### src/rtl/mips_pkg.sv
// rtl/mips_pkg.sv - shared op encodings, FSM state type and word width for the MIPS multiply/divide unit
package mips_pkg;

    localparam int WORD_W = 32;

    localparam logic [1:0] OP_MULT  = 2'b00;
    localparam logic [1:0] OP_MULTU = 2'b01;
    localparam logic [1:0] OP_DIV   = 2'b10;
    localparam logic [1:0] OP_DIVU  = 2'b11;

    typedef enum logic [1:0] {
        ST_IDLE = 2'd0,
        ST_CALC = 2'd1,
        ST_FIX  = 2'd2,
        ST_DONE = 2'd3
    } md_state_e;

    function automatic logic op_is_signed(input logic [1:0] op);
        return (op == OP_MULT) || (op == OP_DIV);
    endfunction

    function automatic logic op_is_div(input logic [1:0] op);
        return (op == OP_DIV) || (op == OP_DIVU);
    endfunction

endpackage

### src/rtl/md_sign_fix.sv
// rtl/md_sign_fix.sv - combinational conditional two's-complement helper for the multiply/divide unit
//
// Ports:
//   hi_i, lo_i      : upper/lower word in
//   neg_hi_i        : negate hi_i on its own (split mode only)
//   neg_lo_i        : negate lo_i on its own, or the joined 2W value in join mode
//   join_i          : treat {hi_i, lo_i} as one 2W value (product correction)
//   hi_o, lo_o      : corrected words out
module md_sign_fix #(
    parameter int WIDTH = 32
) (
    input  logic [WIDTH-1:0] hi_i,
    input  logic [WIDTH-1:0] lo_i,
    input  logic             neg_hi_i,
    input  logic             neg_lo_i,
    input  logic             join_i,
    output logic [WIDTH-1:0] hi_o,
    output logic [WIDTH-1:0] lo_o
);

    logic [2*WIDTH-1:0] wide_neg;

    assign wide_neg = -{hi_i, lo_i};

    always_comb begin
        hi_o = hi_i;
        lo_o = lo_i;
        if (join_i) begin
            if (neg_lo_i) begin
                {hi_o, lo_o} = wide_neg;
            end
        end else begin
            if (neg_hi_i) begin
                hi_o = -hi_i;
            end
            if (neg_lo_i) begin
                lo_o = -lo_i;
            end
        end
    end

endmodule

### src/rtl/mult_div_unit.sv
// rtl/mult_div_unit.sv - iterative 32-bit MULT/MULTU/DIV/DIVU engine feeding the HI/LO register pair
//
// Optional macro MULT_DIV_FLUSH_EN adds the flush input (squash of an in-flight operation).
//
// Ports:
//   clock, reset_n         : rising-edge clock, asynchronous active-low reset
//   start, op              : request pulse and operation (00 MULT, 01 MULTU, 10 DIV, 11 DIVU)
//   operand_a, operand_b   : rs / rt operands, latched when start is accepted
//   flush                  : (MULT_DIV_FLUSH_EN only) abort in CALC/FIX/DONE
//   busy                   : high in CALC and FIX
//   hi_result, lo_result   : product high/low, or remainder/quotient
//   hi_lo_write_enable     : one-cycle strobe in DONE; results valid that cycle
module mult_div_unit
    import mips_pkg::*;
#(
    parameter int WIDTH = WORD_W
) (
    input  logic             clock,
    input  logic             reset_n,
    input  logic             start,
    input  logic [1:0]       op,
    input  logic [WIDTH-1:0] operand_a,
    input  logic [WIDTH-1:0] operand_b,
`ifdef MULT_DIV_FLUSH_EN
    input  logic             flush,
`endif
    output logic             busy,
    output logic [WIDTH-1:0] hi_result,
    output logic [WIDTH-1:0] lo_result,
    output logic             hi_lo_write_enable
);

    localparam int CNT_W = $clog2(WIDTH + 1);

    md_state_e        state_q;
    logic [CNT_W-1:0] cnt_q;
    logic [1:0]       op_q;
    logic             sign_a_q;
    logic             sign_b_q;
    logic             b_zero_q;
    logic [WIDTH-1:0] mcand_q;
    logic [WIDTH-1:0] acc_hi_q;
    logic [WIDTH-1:0] acc_lo_q;
    logic [WIDTH-1:0] acc_hi_d;
    logic [WIDTH-1:0] acc_lo_d;
    logic             busy_q;
    logic             we_q;
    logic [WIDTH-1:0] hi_q;
    logic [WIDTH-1:0] lo_q;

    logic             flush_w;
    logic             accept_w;
    logic             in_signed_w;
    logic [WIDTH-1:0] mag_a;
    logic [WIDTH-1:0] mag_b;
    logic [WIDTH-1:0] fix_hi;
    logic [WIDTH-1:0] fix_lo;
    logic             out_signed_w;

    logic [WIDTH:0]   mul_sum;
    logic [WIDTH:0]   div_shift;
    logic [WIDTH+1:0] div_diff;

`ifdef MULT_DIV_FLUSH_EN
    assign flush_w = flush;
`else
    assign flush_w = 1'b0;
`endif

    assign in_signed_w  = op_is_signed(op);
    assign out_signed_w = op_is_signed(op_q);
    assign accept_w     = start && !flush_w &&
                          ((state_q == ST_IDLE) || (state_q == ST_DONE));

    // Operand magnitudes; the signs are kept separately for the FIX step.
    md_sign_fix #(.WIDTH(WIDTH)) u_in_fix (
        .hi_i     (operand_a),
        .lo_i     (operand_b),
        .neg_hi_i (in_signed_w & operand_a[WIDTH-1]),
        .neg_lo_i (in_signed_w & operand_b[WIDTH-1]),
        .join_i   (1'b0),
        .hi_o     (mag_a),
        .lo_o     (mag_b)
    );

    // Product sign spans the whole 2W value; for divide the quotient follows
    // sign_a^sign_b and the remainder follows the dividend.
    md_sign_fix #(.WIDTH(WIDTH)) u_out_fix (
        .hi_i     (acc_hi_q),
        .lo_i     (acc_lo_q),
        .neg_hi_i (out_signed_w & sign_a_q),
        .neg_lo_i (out_signed_w & (sign_a_q ^ sign_b_q)),
        .join_i   (!op_is_div(op_q)),
        .hi_o     (fix_hi),
        .lo_o     (fix_lo)
    );

    // One iteration: multiply adds the multiplicand into the high half when
    // the current multiplier bit is set, then shifts the 2W accumulator right.
    // Divide shifts the next dividend bit into the partial remainder and keeps
    // the trial subtraction when it does not borrow (restoring division).
    always_comb begin
        mul_sum   = {1'b0, acc_hi_q} + (acc_lo_q[0] ? {1'b0, mcand_q} : '0);
        div_shift = {acc_hi_q, acc_lo_q[WIDTH-1]};
        div_diff  = {1'b0, div_shift} - {2'b00, mcand_q};
        acc_hi_d  = mul_sum[WIDTH:1];
        acc_lo_d  = {mul_sum[0], acc_lo_q[WIDTH-1:1]};
        if (op_is_div(op_q)) begin
            if (!div_diff[WIDTH+1]) begin
                acc_hi_d = div_diff[WIDTH-1:0];
                acc_lo_d = {acc_lo_q[WIDTH-2:0], 1'b1};
            end else begin
                acc_hi_d = div_shift[WIDTH-1:0];
                acc_lo_d = {acc_lo_q[WIDTH-2:0], 1'b0};
            end
        end
    end

    always_ff @(posedge clock or negedge reset_n) begin
        if (!reset_n) begin
            state_q  <= ST_IDLE;
            cnt_q    <= '0;
            op_q     <= OP_MULT;
            sign_a_q <= 1'b0;
            sign_b_q <= 1'b0;
            b_zero_q <= 1'b0;
            mcand_q  <= '0;
            acc_hi_q <= '0;
            acc_lo_q <= '0;
            busy_q   <= 1'b0;
            we_q     <= 1'b0;
            hi_q     <= '0;
            lo_q     <= '0;
        end else begin
            case (state_q)
                ST_IDLE, ST_DONE: begin
                    we_q <= 1'b0;
                    if (accept_w) begin
                        state_q  <= ST_CALC;
                        busy_q   <= 1'b1;
                        cnt_q    <= '0;
                        op_q     <= op;
                        sign_a_q <= in_signed_w & operand_a[WIDTH-1];
                        sign_b_q <= in_signed_w & operand_b[WIDTH-1];
                        b_zero_q <= (operand_b == '0);
                        mcand_q  <= mag_b;
                        acc_hi_q <= '0;
                        acc_lo_q <= mag_a;
                    end else begin
                        state_q <= ST_IDLE;
                        busy_q  <= 1'b0;
                    end
                end
                ST_CALC: begin
                    if (flush_w) begin
                        state_q <= ST_IDLE;
                        busy_q  <= 1'b0;
                    end else begin
                        acc_hi_q <= acc_hi_d;
                        acc_lo_q <= acc_lo_d;
                        cnt_q    <= cnt_q + CNT_W'(1);
                        if (cnt_q == CNT_W'(WIDTH - 1)) begin
                            state_q <= ST_FIX;
                        end
                    end
                end
                ST_FIX: begin
                    busy_q <= 1'b0;
                    if (flush_w) begin
                        state_q <= ST_IDLE;
                    end else begin
                        state_q <= ST_DONE;
                        we_q    <= 1'b1;
                        // fix_hi already restores the original dividend for /0.
                        hi_q    <= fix_hi;
                        lo_q    <= (op_is_div(op_q) && b_zero_q) ? '1 : fix_lo;
                    end
                end
                default: begin
                    state_q <= ST_IDLE;
                    busy_q  <= 1'b0;
                    we_q    <= 1'b0;
                end
            endcase
        end
    end

    assign busy               = busy_q;
    assign hi_result          = hi_q;
    assign lo_result          = lo_q;
    // A flush in DONE must squash the strobe already standing in that cycle.
    assign hi_lo_write_enable = we_q & ~flush_w;

endmodule
### config.mk
export PLATFORM = sky130hd
export DESIGN_NAME = mult_div_unit
export DESIGN_NICKNAME = d
export VERILOG_FILES = /design/src/rtl/mips_pkg.sv /design/src/rtl/md_sign_fix.sv /design/src/rtl/mult_div_unit.sv
export SDC_FILE = /design/constraint.sdc
export NUM_CORES = 1
export LEC_CHECK = 0
export CORE_MARGIN = 2
export CORE_UTILIZATION = 64
export DETAILED_ROUTE_END_ITERATION = 7
export GPL_ROUTABILITY_DRIVEN = 0
export PLACE_DENSITY = 0.88
export SYNTH_ARGS = -nofsm -noshare
export SYNTH_HDL_FRONTEND = slang
export SYNTH_HIERARCHICAL = 1
export SYNTH_SLANG_ARGS = --single-unit
### constraint.sdc
create_clock -name clock -period 11.65 [get_ports clock]
set_clock_uncertainty 0.2 [all_clocks]
set_input_delay 1.7475 -clock clock [delete_from_list [all_inputs] [get_ports clock]]
set_output_delay 1.7475 -clock clock [all_outputs]
set_load 0.03 [all_outputs]
# Word level (Yosys, flattened, before mapping)
# Index checks and enable logic that the tools add are counted.
# Widths: inputs -> output; s select.
op_classes:
  addsub: 8
  eq_ne: 9
  muxes: 26
  bitwise_logic: 5
  reduce_logical: 15
ops:
  columns: ["op", "count"]
  rows:
  - ["$mux 32", 15]
  - ["$neg 32->32", 4]
  - ["$pmux 32 s2", 2]
  - ["$neg 64->64", 1]
  - ["$sub 33x32->34", 1]
  - ["$add 32x32->33", 1]
  - ["$logic_not 32->1", 1]
  - ["$pmux 6 s2", 1]
  - ["$eq 2x2->1 const B", 5]
  - ["$add 6x1->6 const B", 1]
  - ["$eq 6x5->1 const B", 1]
  - ["$logic_not 2->1", 3]
  - ["$mux 6", 1]
  - ["$pmux 2 s3", 1]
  - ["$and 1x1->1", 4]
  - ["$logic_or 1x1->1", 4]
  - ["$ne 2x2->1 const B", 2]
  - ["$pmux 1 s2", 2]
  - ["$reduce_and 2->1", 2]
  - ["$reduce_bool 2->1", 2]
  - ["$mux 1", 3]
  - ["$eq 2x1->1 const B", 1]
  - ["$logic_and 1x1->1", 2]
  - ["$mux 2", 1]
  - ["other kinds (2)", 2]
word_totals:
  regBits: 175
  in_bits: 69
  out_inout_bits: 66
  wordCells: 76

# Longest topological paths before layout
# Gate-level depths: netlist of run 1.
depth:
  ltp_word: 6
  ltp_mapped: 15

# Modules after synthesis
# Netlist of run 1, hierarchy kept.
modules_own_cells:
  columns: ["mod", "instances", "cells_each", "area_per_inst_um2", "seq_area_each_um2"]
  rows:
  - ["mult_div_unit", 1, 1188, 11330.9, 4379.2]
  - ["md_sign_fix", 2, 260, 1702.9, 0.0]

# Least setup slack after synthesis of run 1
# Ideal clock, no wire load.
synth_path:
  kind: "input to register"
  from: "input port operand_b[6]"
  to: "register mcand_q[31]"
  arrival_ps: 4117
  required_ps: 11325
  slack_ps: 7208
  path_stages: 9
  path_cell_list: "or4_4 -> or4_4 -> buf_6 -> or3_1 -> buf_6 -> or2_1 -> o41ai_2 -> xnor2_1 -> mux2_2"
synth_via:
  elab_chain_len: 2
synth_rtl:
  columns: ["element", "line_no", "rtl"]
  rows:
  - ["start: declaration", "mult_div_unit.sv:23", "input logic [WIDTH-1:0] operand_b,"]
  - ["$neg 32->32", "md_sign_fix.sv:37", "lo_o = -lo_i;"]
  - ["$mux 32", "md_sign_fix.sv:36", "if (neg_lo_i) begin"]
  - ["named net mag_b[31]", "mult_div_unit.sv:55", "logic [WIDTH-1:0] mag_b;"]
  - ["end signal: assignment", "mult_div_unit.sv:146", "mcand_q <= mag_b;"]
  - ["end: declaration", "mult_div_unit.sv:41", "logic [WIDTH-1:0] mcand_q;"]
# The timed path passes the listed nets, and every way through them passes these cells.
# A chain may end at the register's enable or synchronous reset.

# Worst setup path after layout of run 1
layout_path:
  from: "register acc_lo_q[0]"
  to: "register acc_hi_q[29]"
layout_via:
  elab_chain_len: 4
layout_rtl:
  columns: ["element", "line_no", "rtl"]
  rows:
  - ["start: declaration", "mult_div_unit.sv:43", "logic [WIDTH-1:0] acc_lo_q;"]
  - ["start signal: assignment", "mult_div_unit.sv:148", "acc_lo_q <= mag_a;"]
  - ["start signal: assignment", "mult_div_unit.sv:160", "acc_lo_q <= acc_lo_d;"]
  - ["$mux 32", "mult_div_unit.sv:103", "mul_sum = {1'b0, acc_hi_q} + (acc_lo_q[0] ? {1'b0, mcand_q} : '0);"]
  - ["$add 32x32->33", "mult_div_unit.sv:103", null]
  - ["$mux 32", "mult_div_unit.sv:108", "if (op_is_div(op_q)) begin"]
  - ["$pmux 32 s2", "mult_div_unit.sv:135", "case (state_q)"]
  - ["end signal: assignment", "mult_div_unit.sv:159", "acc_hi_q <= acc_hi_d;"]
  - ["end: declaration", "mult_div_unit.sv:42", "logic [WIDTH-1:0] acc_hi_q;"]
# Every way passes these cells.

==> reports/qor.txt, run 1 <==
Crit. Startpoint - acc_lo_q[0]$_DFFE_PN0P_
Largest delay share family, worst path - compound AO/OA/AOI/OAI gates
Final setup fails - 0
Syn Inst Count - 1708
RSZ-0062 raised after global routing - no
Crit Path Class - flop to flop
Post-synthesis simple-gate area fraction - 0.167
Worst-Margin Slew - 1.20 ns
Layout cells sized above 1 - 0.104
IO Pins - 135
I/O Buffers - 134
Ys flop type - dfrtp_1
Largest net degree at the start of global routing - 104
Data arrival time of the worst path - 4.95 ns
End of the critical path - acc_hi_q[29]$_DFFE_PN0P_
Wire length of the first global-routing pass - 70100 um
EDFF count, synth - 0
Synth Area in XOR/XNOR - 0.103
Nets@finish - 1934
Fillcell total - 1648
Post_cts resized - 0
Slack of the worst reg-to-reg path - 6.84 ns
Final instance area - 16700 um^2
CTS Hold Buffers Added - 0
CP max FO - 38
Mapped Area - 14700 um^2
Slowest stage cell, crit path - a2111oi_0
FF-to-FF End - acc_hi_q[29]$_DFFE_PN0P_
Post-DP Area - 16200 um^2
Max Root-Sink Buffers - 2
FF-to-FF Start - acc_lo_q[0]$_DFFE_PN0P_
ANT cells - 0
Period utilisation layout - 0.412
Fin. Hold Viols - 0
Slew margin rel. - 0.196
GR Overflow Total - 0
Detailed Routing Iterations Pass 1 - 8
Synth Area in Compound Gates - 0.233
Worst Path Required - 11.79 ns
TritonCTS Buffers - 17
Routed wire per std cell - 21.0 um
Row cnt - 55
Crit path time final - 4.81 ns
Postcts setup bufs - 0
Crit path launch type - flop
Clock sinks - 175
Worst IR Drop VDD - 0.000196 V
Post-synthesis mux area share - 0.0912
Max cap viols - 0
Clock tree from TritonCTS - done
# DRC - 2
Critical Path Stages - 15
Initial core utilization - 0.651
Adder-cell share of the synthesized area - 0.0638
Crit-path cells - buf_4 -> and2_1 -> ha_1 -> inv_1 -> fa_1 -> nor2b_1 -> o31a_1 -> o2111ai_1 -> a2111oi_0 -> o21ai_0 -> nor3_1 -> o22ai_1 -> xnor2_1 -> a22oi_1 -> o21ai_0
FF-to-FF path depth - 15
Core box area - 22600 um^2
Routed Antenna Nets - 0
CTS root buf - clkbuf_16
Setup TNS - 0 ns
WP buf/inv - 2
Tot Pwr - 5.15 mW
Total Die Area - 24300 um^2
CTS H-Tree Depth - 4
DP Cell Count - 2057
Worst-skew pair later-pin latency - 0.45 ns
Cell repeated most along the worst path - o21ai_0
Die Span Y - 156 um
Final wirelength - 43900 um
Post-synth ARST share - 1.00
Initial antenna violation count - 0
Detail Placement HPWL - 31800 um
Yosys cell types - 77
Violated checks - design-rule violations
Leakage power - 6.98 nW
DR iter-0 viols - 2014
Sequential fraction of the synthesis area - 0.297
Total track usage - 0.361
Outcome - complete, but fails checks
PD cells - 308 nW/um^2
Area delta synth->final - 13.6%
F_max - 208 MHz
Fin. max-slew vios - 0
Synth Area per Inst - 8.63 um^2
Clock Pin Slew Worst Setup and Hold Paths - 0.07 ns
Vias/cell - 6.95
Synth Register Bits - 175
Number of global-route vias before repair - 13600
Vias - 14500
Synth Warn # - 6
Die Wd - 156 um
Largest family of logic cells by synthesized area - compound AO/OA/AOI/OAI gates
Min-Delay Path Class - flop to flop
Layout Utilization - 0.739
Max stage delay on crit path - 0.64 ns
Non-Filler Instances - 2089
Crit end category - flop
synthesized netlist by cell type, types with 15 or more instances:
| cell type | number | area [um^2] |
|---|---|---|
| nor4_1 | 35 | 219 |
| inv_1 | 65 | 244 |
| mux2i_1 | 15 | 150 |
| dfrtp_1 | 175 | 4380 |
| xor2_1 | 65 | 569 |
| mux2_2 | 106 | 1190 |
| or4_1 | 17 | 128 |
| o21ai_0 | 115 | 576 |
| or3_1 | 28 | 175 |
| o22a_1 | 32 | 280 |
| xnor2_1 | 109 | 955 |
| nand2b_1 | 17 | 106 |
| ha_1 | 72 | 901 |
| nand3_1 | 25 | 125 |
| nor3_1 | 46 | 230 |
| clkbuf_1 | 69 | 259 |
| a21oi_1 | 114 | 571 |
| a21o_1 | 29 | 218 |
| and2_1 | 38 | 238 |
| o22ai_1 | 69 | 432 |
| a31oi_1 | 21 | 131 |
| nand2_1 | 126 | 473 |
| nor2_1 | 90 | 338 |
| o31ai_1 | 29 | 218 |
| nand4_1 | 18 | 113 |
state kept, by name, summed over array words and instances (netlist names):
| name | cells |
|---|---|
| sign_a_q | 1 |
| sign_b_q | 1 |
| acc_hi_q | 32 |
| acc_lo_q | 32 |
| b_zero_q | 1 |
| cnt_q | 6 |
| op_q | 2 |
| busy | 1 |
| state_q | 2 |
| hi_result | 32 |
| lo_result | 32 |
| mcand_q | 32 |
| hi_lo_write_enable | 1 |
final cells by class:
type / instances / area, um^2 / share of cell area
Tap cell: 285 / 357 / 0.0213
Clock inverter: 15 / 145 / 0.00867
Multi-Input combinational cell: 1382 / 9730 / 0.581
Timing Repair Buffer: 148 / 1450 / 0.0865
Clock buffer: 17 / 425 / 0.0254
Inverter: 67 / 251 / 0.0150
Sequential cell: 175 / 4380 / 0.262
power by group:
group / switching, mW / internal [mW]
clock: 0.287 / 0.285
sequential: 0.409 / 0.868
combinational: 1.89 / 1.41
total: 2.59 / 2.57
per-layer routing:
| layer | vias to the layer above | track usage | part of all wire |
|---|---|---|---|
| met2 | 1015 | 0.559 | 0.44 |
| li1 | 6496 | - | - |
| met5 | - | 0 | 0.00052 |
| met4 | 2 | 0.138 | 0.037 |
| met1 | 6843 | 0.510 | 0.41 |
| met3 | 161 | 0.0567 | 0.12 |
layout by cell type (no fill, tap or decap), drive strengths merged, types with 32 or more instances in the layout:
| master | instances |
|---|---|
| inv | 74 |
| clkdlybuf4s50 | 133 |
| mux2 | 106 |
| xnor2 | 109 |
| nor3 | 50 |
| o22ai | 69 |
| o22a | 32 |
| ha | 72 |
| nor2 | 90 |
| a21oi | 114 |
| dfrtp | 175 |
| nor4 | 35 |
| xor2 | 65 |
| nand2 | 126 |
| o21ai | 121 |
| and2 | 38 |
logic make-up after synthesis:
kind of cell    Yosys count
xor+xnor                174
mux                     121
compound gates          527
fa+ha+maj                74
flops                   175
other cells               1
simple gates            480
buf+inv                 156
stage by stage:
stage                     hold slack [ns]  setup WS (ns)
after global routing                0.315           6.49
after CTS                           0.304           6.99
after detailed placement            0.287           6.53
after floorplan                     0.249           7.21
final                               0.298           6.84
after global placement              0.281           6.63
worst min path at each step:
stage / startpoint / end / slack (ns) / cells after the start
floorplan: b_zero_q$_DFFE_PN0P_ / b_zero_q$_DFFE_PN0P_ / 0.25 / 2
global placement: lo_result[0]$_DFFE_PN0P_ / lo_result[0]$_DFFE_PN0P_ / 0.28 / 1
detailed placement: lo_result[29]$_DFFE_PN0P_ / lo_result[29]$_DFFE_PN0P_ / 0.29 / 1
CTS: lo_result[29]$_DFFE_PN0P_ / lo_result[29]$_DFFE_PN0P_ / 0.30 / 1
global route: lo_result[27]$_DFFE_PN0P_ / lo_result[27]$_DFFE_PN0P_ / 0.32 / 1
finish: lo_result[29]$_DFFE_PN0P_ / lo_result[29]$_DFFE_PN0P_ / 0.30 / 1
Note: power is estimated with default switching activity, not from simulation.
==> inputs of run 2 (changes only) <==
Settings changed: CORE_UTILIZATION 64 to 60, PLACE_DENSITY 0.88 to 0.83.
Clock period 11.65 ns to 5 ns, I/O delays scaled along.
==> reports/qor.txt, run 2 (same netlist as run 1, synthesis figures left out) <==
Outcome - finished clean
M2 GR Usage - 0.522 (-0.0362)
Vias/cell - 6.78 (-2.4%)
Crit end category - flop
TritonCTS Buffers - 17 (unchanged)
Detail Placement HPWL - 32400 um (+1.8%)
Initial antenna violation count - 0 (unchanged)
Fillcell total - 1877 (+14%)
Layout Utilization - 0.700 (-0.0397)
Worst-skew pair later-pin latency - 0.46 ns (about the same)
I/O Buffers - 134 (unchanged)
Min-Delay Path Class - input pin to asynchronous set/reset pin
Fin. max-slew vios - 0 (unchanged)
CP max FO - 24 (-37%)
Routed wire per std cell - 20.9 um (-0.64%)
Postcts setup bufs - 0 (unchanged)
Crit-path cells - ha_1 -> nor2b_1 -> o2111ai_1 -> a211oi_1 -> o311ai_0 -> a21oi_1 -> o21ai_2 -> o21ai_4 -> buf_12 -> mux2_2 -> a21oi_1 -> o22ai_1
Vias - 14500 (+0.048%)
Largest net degree at the start of global routing - 91 (-13%)
Area delta synth->final - 15.1%
Most frequent cells in the layout - dfrtp_1, clkdlybuf4s50_1, nand2_1, o21ai_0, a21oi_1
Worst-Margin Slew - 1.26 ns (+0.0578 ns)
Total Die Area - 25800 um^2 (+6.5%)
Routed Antenna Nets - 0 (unchanged)
Met1 Track Usage GR - 0.482 (-0.0277)
Die Span Y - 161 um (+3.2%)
PD cells - 717 nW/um^2 (+130%)
Max Root-Sink Buffers - 2 (unchanged)
CTS Hold Buffers Added - 0 (unchanged)
Logic pwr share - 0.647 (+0.006)
Final wirelength - 44700 um (+1.8%)
Non-Filler Instances - 2141 (+2.5%)
Setup TNS - 0 ns (unchanged)
CTS H-Tree Depth - 4 (unchanged)
Nets@finish - 1947 (+0.67%)
Crit path time final - 4.40 ns (-0.406 ns)
Final hold slack - 0.131 ns (-0.166 ns)
Worst IR Drop VDD - 0.000406 V (+110%)
DR iter-0 viols - 1885 (-6.4%)
Crit path launch type - flop
GR Overflow Total - 0 (unchanged)
RSZ-0062 raised after global routing - no
Total track usage - 0.339 (-0.0220)
Period utilisation layout - 0.880 (+0.467)
Slowest stage cell, crit path - dfrtp_1
GR peak layer - met2
Crit Path Class - flop to flop
DP Cell Count - 2109 (+2.5%)
Clock Pin Slew Worst Setup and Hold Paths - 0.08 ns (about the same)
Sw frac - 0.501 (-0.000508)
DP Worst Slack - 0.737 ns (-5.79 ns)
Layout cells sized above 1 - 0.111 (+0.00641)
Die Wd - 161 um (+3.2%)
Sw Pwr - 6.10 mW (+140%)
Max stage delay on crit path - 0.58 ns (-0.06 ns)
P_int - 6.07 mW (+140%)
Wire length of the first global-routing pass - 70500 um (+0.58%)
Row cnt - 57 (+3.6%)
CTS root buf - clkbuf_16
Final setup fails - 0 (unchanged)
Max cap viols - 0 (unchanged)
Number of global-route vias before repair - 13400 (-1.3%)
Fin. Hold Viols - 0 (unchanged)
Clock tree from TritonCTS - done
Post_cts resized - 0 (unchanged)
Leakage power - 7.08 nW (+1.5%)
Met3 usage - 0.0573 (+0.000668)
Worst Path Required - 5.09 ns (-6.70 ns)
Data arrival time of the worst path - 4.49 ns (-0.46 ns)
Initial core utilization - 0.608 (-0.0432)
Sequential share of power - 0.237 (-0.011)
Clock network fraction of design power - 0.116 (+0.005)
Core box area - 24200 um^2 (+7.1%)
ANT cells - 0 (unchanged)
# DRC - 0 (-2)
F_max - 227 MHz (+9.2%)
IO Pins - 135 (unchanged)
Most common cell after layout, fill and taps aside - dfrtp_1
Detailed Routing Iterations Pass 1 - 8 (unchanged)
Clock sinks - 175 (unchanged)
Min setup slack post-route - 0.601 ns (-6.24 ns)
Slew margin rel. - 0.158 (-0.0380)
Cell repeated most along the worst path - a21oi_1
## run 2: layer usage
layer  wire [um]  vias up
li1            -     6535
met2       19700      973
met1       18600     6895
met4        1390        0
met5           0        -
met3        5050      121
## run 2: stage by stage
step	total power, mW	cell area (um^2)
floorplan	8.31	14800
global placement	10.2	16300
detailed placement	10.5	16300
CTS	11.9	17000
global route	12.9	17000
finish	12.2	17000
## run 2: final cells by class
class	count	area, um^2	area share
Multi-Input combinational cell	1382	9730	0.574
Clock inverter	15	200	0.0118
Clock buffer	17	425	0.0251
Sequential cell	175	4380	0.258
Inverter	67	251	0.0148
Timing Repair Buffer	161	1570	0.0925
Tap cell	324	405	0.0239
## run 2: worst max-delay path, delay by kind of cell, from the launching register on
kind	cells	cell delay, ns
flops	1	0.58
fa+ha+maj	1	0.38
simple gates	1	0.22
mux	1	0.34
compound gates	8	2.24
buf+inv	1	0.25
## run 2: power groups by stage
| stage | clock (mW) | sequential [mW] | combinational, mW |
|---|---|---|---|
| floorplan | 0 | 2.95 | 5.36 |
| global placement | 0 | 2.81 | 7.40 |
| detailed placement | 0 | 2.85 | 7.62 |
| CTS | 1.42 | 2.83 | 7.69 |
| global route | 1.48 | 2.94 | 8.46 |
| finish | 1.41 | 2.88 | 7.88 |
## run 2: path summary, 6_finish.rpt
check / from / end / slack (ns) / depth (start not counted)
setup / recovery: acc_hi_q[0]$_DFFE_PN0P_ / acc_hi_q[14]$_DFFE_PN0P_ / 0.60 / 12
hold / removal: reset_n / hi_result[12]$_DFFE_PN0P_ / 0.13 / 1
setup reg to reg: acc_hi_q[0]$_DFFE_PN0P_ / acc_hi_q[14]$_DFFE_PN0P_ / 0.60 / 12
hold reg to reg: lo_result[19]$_DFFE_PN0P_ / lo_result[19]$_DFFE_PN0P_ / 0.30 / 1
max in group asynchronous: reset_n / cnt_q[1]$_DFFE_PN0P_ / 3.52 / 2
min in group clock: lo_result[19]$_DFFE_PN0P_ / lo_result[19]$_DFFE_PN0P_ / 0.30 / 1
==> inputs of run 3 (changes only) <==
Settings changed: CORE_ASPECT_RATIO set to 1.2, CORE_MARGIN 2 to unset.
==> reports/qor.txt, run 3 (same netlist as run 1, synthesis figures left out) <==
Detail Placement HPWL - 33300 um (+2.6%)
Slack of the worst reg-to-reg path - 0.73 ns (+0.13 ns)
Postcts setup bufs - 0 (unchanged)
Clock Pin Slew Worst Setup and Hold Paths - 0.07 ns (about the same)
Row cnt - 62 (+8.8%)
Layout cells sized above 1 - 0.109 (-0.00159)
Total track usage - 0.363 (+0.0242)
TritonCTS Buffers - 17 (unchanged)
I/O Buffers - 134 (unchanged)
DR top layer - met4
Data arrival time of the worst path - 4.39 ns (-0.10 ns)
Worst-skew pair later-pin latency - 0.46 ns (about the same)
Fillcell total - 1853 (-1.3%)
CTS root buf - clkbuf_16
CTS H-Tree Depth - 4 (unchanged)
Crit end category - flop
Sequential share of power - 0.239 (+0.002)
Leakage power - 7.08 nW (-0.10%)
DRT met1 WL - 17400 um (-6.7%)
Worst Path Required - 5.11 ns (+0.02 ns)
Sw frac - 0.492 (-0.00886)
WL met2 - 21500 um (+9.6%)
Die Span Y - 174 um (+8.1%)
Worst-Margin Slew - 1.21 ns (-0.0466 ns)
Most frequent cells in the layout - dfrtp_1, clkdlybuf4s50_1, nand2_1, o21ai_0, a21oi_1
DR iter-0 viols - 1663 (-12%)
ANT cells - 0 (unchanged)
F_max - 234 MHz (+3.0%)
GR Overflow Total - 0 (unchanged)
Clock network fraction of design power - 0.120 (+0.004)
FF-to-FF End - acc_hi_q[29]$_DFFE_PN0P_
Post-DP Area - 16300 um^2 (-0.23%)
FF-to-FF Start - acc_lo_q[0]$_DFFE_PN0P_
Fin. max-slew vios - 0 (unchanged)
Min-Delay Path Class - input pin to asynchronous set/reset pin
RSZ-0062 raised after global routing - no
Logic pwr share - 0.641 (-0.006)
Crit Path Class - flop to flop
Die Wd - 145 um (-9.7%)
Max cap viols - 0 (unchanged)
Max Root-Sink Buffers - 2 (unchanged)
Wire length of the first global-routing pass - 72700 um (+3.2%)
Period utilisation layout - 0.854 (-0.0255)
FF-to-FF path depth - 15 (+3)
P_int - 6.16 mW (+1.5%)
Clock sinks - 175 (unchanged)
Clock tree from TritonCTS - done
IO Pins - 135 (unchanged)
Met3 wire length - 4120 um (-19%)
Worst IR Drop VDD - 0.000535 V (+32%)
Final setup fails - 0 (unchanged)
Vias/cell - 6.74 (-0.72%)
Detailed Routing Iterations Pass 1 - 6 (-2)
CTS Hold Buffers Added - 0 (unchanged)
Core box area - 24000 um^2 (-0.83%)
Vias - 14400 (-0.95%)
Outcome - finished clean
Routed Antenna Nets - 0 (unchanged)
Slew margin rel. - 0.188 (+0.0305)
Largest net degree at the start of global routing - 104 (+14%)
Routed wire per std cell - 21.5 um (+2.8%)
Total Die Area - 25200 um^2 (-2.5%)
Crit path launch type - flop
Nets@finish - 1946 (-0.051%)
Post_cts resized - 0 (unchanged)
Final wirelength - 45900 um (+2.6%)
Layout Utilization - 0.704 (+0.00400)
Initial core utilization - 0.613 (+0.00506)
Area delta synth->final - 14.8%
# DRC - 0 (unchanged)
Fin. Hold Viols - 0 (unchanged)
Initial antenna violation count - 0 (unchanged)
Final instance area - 16900 um^2 (-0.26%)
Number of global-route vias before repair - 13900 (+3.3%)
Sw Pwr - 5.98 mW (-2.0%)
Setup TNS - 0 ns (unchanged)
Most common cell after layout, fill and taps aside - dfrtp_1
Crit path time final - 4.27 ns (-0.128 ns)
CP max FO - 16 (-33%)
PD cells - 717 nW/um^2 (about the same)
run 3: changes by cell type in the layout (fill, tap and decap cells not counted), moves of 2 or more:
cell       change
buf_12         -2
bufinv_16      +3
clkbuf_1       +2
clkinv_8       -6
inv_12         -2
inv_6          +2
run 3: power groups by stage:
stage          combinational, mW  clock (mW)  sequential (mW)
6_report                    7.78        1.46             2.90
5_1_grt                     8.40        1.51             2.97
4_1_cts                     7.61        1.46             2.86
3_5_place_dp                7.54           0             2.89
3_3_place_gp                7.35           0             2.87
2_1_floorplan               5.36           0             2.95
run 3: layout make-up:
class | instances | area (um^2) | area share
clock buffer | 20 | 447 | 0.0264
clock inverter | 12 | 173 | 0.0102
inverter | 67 | 251 | 0.0149
multi-input combinational | 1382 | 9730 | 0.575
sequential | 175 | 4380 | 0.259
tap | 320 | 400 | 0.0237
timing repair buffer | 160 | 1540 | 0.0909
run 3: layer usage:
layer,track usage,vias to the layer above
li1,-,6530
met1,0.442,6811
met2,0.596,850
met3,0.0705,195
met4,0.217,0
met5,0,-
run 3: worst max path at each step:
stage / end / slack, ns / cells past startpoint / startpoint
6_report: acc_hi_q[29]$_DFFE_PN0P_ / 0.73 / 15 / acc_lo_q[0]$_DFFE_PN0P_
3_5_place_dp: acc_hi_q[29]$_DFFE_PN0P_ / 0.81 / 15 / acc_lo_q[0]$_DFFE_PN0P_
4_1_cts: acc_hi_q[29]$_DFFE_PN0P_ / 0.75 / 15 / acc_lo_q[0]$_DFFE_PN0P_
3_3_place_gp: acc_lo_q[19]$_DFFE_PN0P_ / 0.96 / 9 / operand_b[7]
2_1_floorplan: acc_hi_q[29]$_DFFE_PN0P_ / 1.34 / 15 / acc_lo_q[0]$_DFFE_PN0P_
5_1_grt: acc_hi_q[29]$_DFFE_PN0P_ / 0.41 / 15 / acc_lo_q[0]$_DFFE_PN0P_
run 3: critical path, cell delays in order, from the launching register on:
cell and delay [ns]:
dfrtp_1 0.66, and2_1 0.21, ha_1 0.19, inv_1 0.06
fa_1 0.39, nor2b_1 0.22, o31a_1 0.26, o2111ai_1 0.21
a2111oi_0 0.50, buf_4 0.20, o21ai_0 0.11, nor3_1 0.35
o22ai_1 0.17, xnor2_1 0.15, a22oi_1 0.14, o21ai_0 0.10
run 3: per-stage QoR:
step | instances | worst slack, ns | hold slack, ns | total power, mW
after floorplan | 1713 | 1.34 | 0.249 | 8.31
after global placement | 2104 | 0.959 | 0.262 | 10.2
after detailed placement | 2104 | 0.814 | 0.275 | 10.4
after CTS | 2136 | 0.748 | 0.255 | 11.9
after global routing | 2136 | 0.408 | 0.276 | 12.9
final | 2136 | 0.728 | 0.167 | 12.1
